### src/rtl/inst_fetch.sv
// Instruction-fetch sequencer: issues word fetches over req/ack, presents the
// instruction to decode over valid/ready, and drives the PC register update.
module inst_fetch #(
    parameter logic [31:0] RESET_PC = 32'h00400000
) (
    input  logic        clk,
    input  logic        rst,
    input  logic [31:0] pc,
    output logic        imem_req,
    output logic [31:0] imem_addr,
    input  logic        imem_ack,
    input  logic [31:0] imem_rdata,
    output logic        inst_valid,
    output logic [31:0] inst,
    output logic [31:0] inst_pc,
    input  logic        inst_ready,
    input  logic        redirect,
    input  logic [31:0] redirect_target,
    output logic        pc_ena,
    output logic [31:0] pc_next
);

    localparam logic [1:0] ST_IDLE  = 2'd0;
    localparam logic [1:0] ST_REQ   = 2'd1;
    localparam logic [1:0] ST_VALID = 2'd2;
    localparam logic [1:0] ST_FLUSH = 2'd3;

    logic [1:0]  state_reg, state_next;
    logic [31:0] imem_addr_reg;
    logic [31:0] inst_reg;
    logic [31:0] inst_pc_reg;
    logic [31:0] target_reg, target_next;
    logic [31:0] pc_next_reg, pc_next_comb;
    logic        pc_ena_comb;
    logic        capture_inst;
    logic        start_req;
    logic [31:0] redirect_aligned;
    logic        unused_low_bits;

    assign redirect_aligned = {redirect_target[31:2], 2'b00};
    // Low address bits never reach a word fetch.
    assign unused_low_bits  = ^{pc[1:0], redirect_target[1:0]};

    always_comb begin
        state_next   = state_reg;
        target_next  = target_reg;
        pc_ena_comb  = 1'b0;
        pc_next_comb = pc_next_reg;
        case (state_reg)
            ST_IDLE: state_next = ST_REQ;
            ST_REQ: begin
                if (redirect && imem_ack) begin
                    // Data that lands with a redirect is stale: drop it and refetch at once.
                    pc_ena_comb  = 1'b1;
                    pc_next_comb = redirect_aligned;
                    state_next   = ST_REQ;
                end else if (redirect) begin
                    target_next = redirect_aligned;
                    state_next  = ST_FLUSH;
                end else if (imem_ack) begin
                    state_next = ST_VALID;
                end
            end
            ST_VALID: begin
                if (redirect) begin
                    pc_ena_comb  = 1'b1;
                    pc_next_comb = redirect_aligned;
                    state_next   = ST_REQ;
                end else if (inst_ready) begin
                    pc_ena_comb  = 1'b1;
                    pc_next_comb = inst_pc_reg + 32'd4;
                    state_next   = ST_REQ;
                end
            end
            default: begin
                if (imem_ack) begin
                    pc_ena_comb  = 1'b1;
                    pc_next_comb = redirect ? redirect_aligned : target_reg;
                    state_next   = ST_REQ;
                end else if (redirect) begin
                    target_next = redirect_aligned;
                end
            end
        endcase
    end

    assign capture_inst = (state_reg == ST_REQ) && imem_ack && !redirect;
    // The PC register updates on the falling edge, so pc is already current here.
    assign start_req    = (state_next == ST_REQ) && ((state_reg != ST_REQ) || pc_ena_comb);

    always_ff @(posedge clk or posedge rst) begin
        if (rst) begin
            state_reg     <= ST_IDLE;
            imem_addr_reg <= RESET_PC;
            inst_reg      <= 32'd0;
            inst_pc_reg   <= RESET_PC;
            target_reg    <= RESET_PC;
            pc_next_reg   <= RESET_PC;
        end else begin
            state_reg   <= state_next;
            target_reg  <= target_next;
            pc_next_reg <= pc_next_comb;
            if (start_req) begin
                imem_addr_reg <= {pc[31:2], 2'b00};
            end
            if (capture_inst) begin
                inst_reg    <= imem_rdata;
                inst_pc_reg <= imem_addr_reg;
            end
        end
    end

    assign imem_req   = (state_reg == ST_REQ) || (state_reg == ST_FLUSH);
    assign imem_addr  = imem_addr_reg;
    assign inst_valid = (state_reg == ST_VALID);
    assign inst       = inst_reg;
    assign inst_pc    = inst_pc_reg;
    assign pc_ena     = pc_ena_comb;
    assign pc_next    = pc_next_comb;

endmodule

### config.mk
export PLATFORM = sky130hd
export DESIGN_NAME = inst_fetch
export DESIGN_NICKNAME = d
export VERILOG_FILES = /design/src/rtl/inst_fetch.sv
export SDC_FILE = /design/constraint.sdc
export NUM_CORES = 1
export LEC_CHECK = 0
export BUFFER_PORTS_ARGS = -buffer_cell sky130_fd_sc_hd__buf_4
export CAP_MARGIN = 20
export CORE_UTILIZATION = 57
export CTS_BUF_LIST = sky130_fd_sc_hd__clkbuf_4 sky130_fd_sc_hd__clkbuf_8
export CTS_CLUSTER_DIAMETER = 60
export DETAILED_ROUTE_END_ITERATION = 8
export GPL_TIMING_DRIVEN = 0
export MAX_ROUTING_LAYER = met4
export PLACE_DENSITY = 0.95
export SETUP_SLACK_MARGIN = 0.2
export SKIP_CTS_REPAIR_TIMING = 1
export SYNTH_ARGS = -nofsm -noshare
export SYNTH_HDL_FRONTEND = slang
export SYNTH_SLANG_ARGS = --single-unit
### constraint.sdc
create_clock -name clk -period 7.6 [get_ports clk]
set_clock_uncertainty 0.05 [all_clocks]
set_input_delay 0.38 -clock clk [delete_from_list [all_inputs] [get_ports clk]]
set_output_delay 0.38 -clock clk [all_outputs]
set_load 0.005 [all_outputs]
==> flow_summary.ini <==
[status]
status = finished, violations left
violations = hold timing

[final_layout]
final_cell_mix = 225 x buf_4, 154 x dfrtp_1, 120 x mux2_2
nets = 915
final_common_cell = buf_4
drive_gt1_share_pct = 49.45
antennaDiodeCount = 0
post-route-util_pct = 78.12
syn_to_final_growth_pct = 32.64
n_fill_cell = 771

[yosys]
synth-compound-area-share_pct = 10.42
synth_area_sq_um = 7133
ys_seq_area_share_pct = 55.50
synth_xor_area_share_pct = 3.315
synth_top_family_by_area = multiplexers
synth_top_cell_area_share_pct = 54.03
synth_fa_ha_area_share_pct = 0.1754
synth-simple-area-share_pct = 7.788
ys_ff_latch = 158
synthTopCellsByArea = dfrtp_1 54%, mux2_2 19%, a222oi_1 2.8%
synthMuxAreaShare_pct = 19.79
ys_types = 50
yosysTopAreaCell = dfrtp_1
syn_avg_cell_area_sq_um = 12.54
ys_warn_count = 0
synthCells = 569

[sta]
setup_viol = 0
rsz0062_at_grt = false
post-route-period-util_pct = 44.36
hold_viol_final = 5
fin_setup_tns_ps = 0
final.min_clock_period_ps = 3371
worstMarginPinSlew_ps = 805.0
slew_headroom_pct = 45.84
fin_hold_ws_ps = -4.671
drv_slew = 0
clock.fmax_mhz = 296.6

[clock_network]
cts_tree = done
clock_path_buffers = 2
cts_buffers = 17
clk_latency_ps = 450
ctsHtreeMaxLevel = 4
path_clk_slew_ps = 80
cts-root-buf = clkbuf_8
cts_sinks = 158

[route]
drtIter0Drc = 575
totalWireLength_mm = 21.14
dr.pass1.iters = 7
vias = 5862
detail-route-antenna-nets = 0
drc = 0
wl_per_cell_um = 21.29
vias_per_cell = 5.903

[setup_path]
cp.arrival_ps = 2940
cp_max_fo = 8
crit-reg2reg-launch = inst_pc[2]
end_kind = output port
startpoint_type = flip-flop
worstPathRequired_ps = 7170
rrSetupSlack_ps = 5110
worstSetupPathType = reg -> out
rr_endpoint = pc_next_reg[24]
ff2ff_path_depth = 6

[pwr]
cellPowerDensity_nw_per_um2 = 301.5
peakVddDrop_uv = 212.9
p_leak_uw = 0.004278

[floorplanning]
coreArea_sq_um = 12110
dieArea_sq_um = 12970
die_x_um = 113.9
die_y_um = 113.9
num_rows = 40
start_util_pct = 58.89
io_pins = 232

[hold_path]
hold_class = in -> async

[global_route]
grt_pass1_wl_mm = 32.74
grt_max_degree = 82
grt_pass1_vias = 6241
grt_antenna_before_repair = 0
grt-ovfl-total = 0
grt_usage_pct = 34.85

[place]
post-dp-hpwl_mm = 15.46
portBuffers = 221
gp_congestion = 0.9146

[job]
cap_violations = 0
stage by stage:
step | cells | setup slack [ps] | total power [uW] | cell area (sq um)
detailed placement | 962 | 4759 | 2196 | 9046
global placement | 961 | 1531 | 2141 | 9014
CTS | 993 | 4245 | 2850 | 9462
finish | 993 | 4229 | 2853 | 9462
floorplan | 572 | 2913 | 1661 | 7144
global route | 993 | 4098 | 2976 | 9462
layer usage:
metal | global-route usage (%) | vias to the layer above | share of wire, %
met1 | 40.85 | 2912 | 38
li1 | - | 2574 | -
met4 | 14.03 | 0 | 3.0
met3 | 8.342 | 52 | 7.8
met2 | 58.13 | 324 | 51
met5 | - | - | 0
cells in the mapped netlist, drive strengths merged:
| cell | n |
|---|---|
| dfrtp | 154 |
| mux2 | 120 |
| o21ai | 42 |
| nand2 | 30 |
| buf | 25 |
| a222oi | 20 |
| nor2 | 19 |
| xor2 | 19 |
| nand3 | 16 |
| a21oi | 15 |
| clkbuf | 13 |
| nand4 | 12 |
| inv | 8 |
| xnor2 | 8 |
| a22oi | 7 |
| a32o | 6 |
| mux2i | 6 |
| and2 | 5 |
| and3 | 4 |
| dfstp | 4 |
| nor3 | 4 |
| nor4 | 4 |
| a211oi | 3 |
| nand2b | 3 |
| nand3b | 3 |
| o22ai | 3 |
| a31oi | 2 |
| o221ai | 2 |
| a21boi | 1 |
| a21o | 1 |
| a32oi | 1 |
| a41o | 1 |
| a41oi | 1 |
| conb | 1 |
| ha | 1 |
| nor2b | 1 |
| nor3b | 1 |
| o211a | 1 |
| o211ai | 1 |
| o21a | 1 |
final cells by class:
cell class                      instances  area (sq um)  area share (%)
Buffer                                 38         181.4           1.917
Clock inverter                         10         138.9           1.468
Multi-Input combinational cell        368          2974           31.43
Clock buffer                           21         276.5           2.923
Inverter                                8         35.03          0.3703
Tap cell                              168         210.2           2.222
Timing Repair Buffer                  222          1687           17.83
Sequential cell                       158          3959           41.84
worst max-delay path, stage by stage, from the launching register on:
cell and delay, ps:
dfrtp_1 550, ha_1 260, nand3_1 240, nor4_4 570, nand3_1 170, xor2_1 190
o21ai_0 320, buf_4 180
where the power goes:
part           total [uW]  internal (uW)  switching [uW]
combinational         893            511             382
clock                 649            347             302
sequential           1310           1070             242
worst max-delay path by stage:
| stage | start | to |
|---|---|---|
| 6_report | inst_pc[2] | pc_next[24] |
| 5_1_grt | inst_pc[2] | pc_next[18] |
| 4_1_cts | inst_pc[2] | pc_next[18] |
| 3_5_place_dp | inst_pc[2] | pc_next[24] |
| 3_3_place_gp | rst | pc_next_reg[30] |
| 2_1_floorplan | rst | imem_addr[10] |
logic make-up after synthesis:
family,count (synthesis)
simple gates,102
xor+xnor,27
mux,126
buf+inv,46
compound gates,108
flops,158
other cells,1
fa+ha+maj,1
Power figures use the tool's default switching activity.
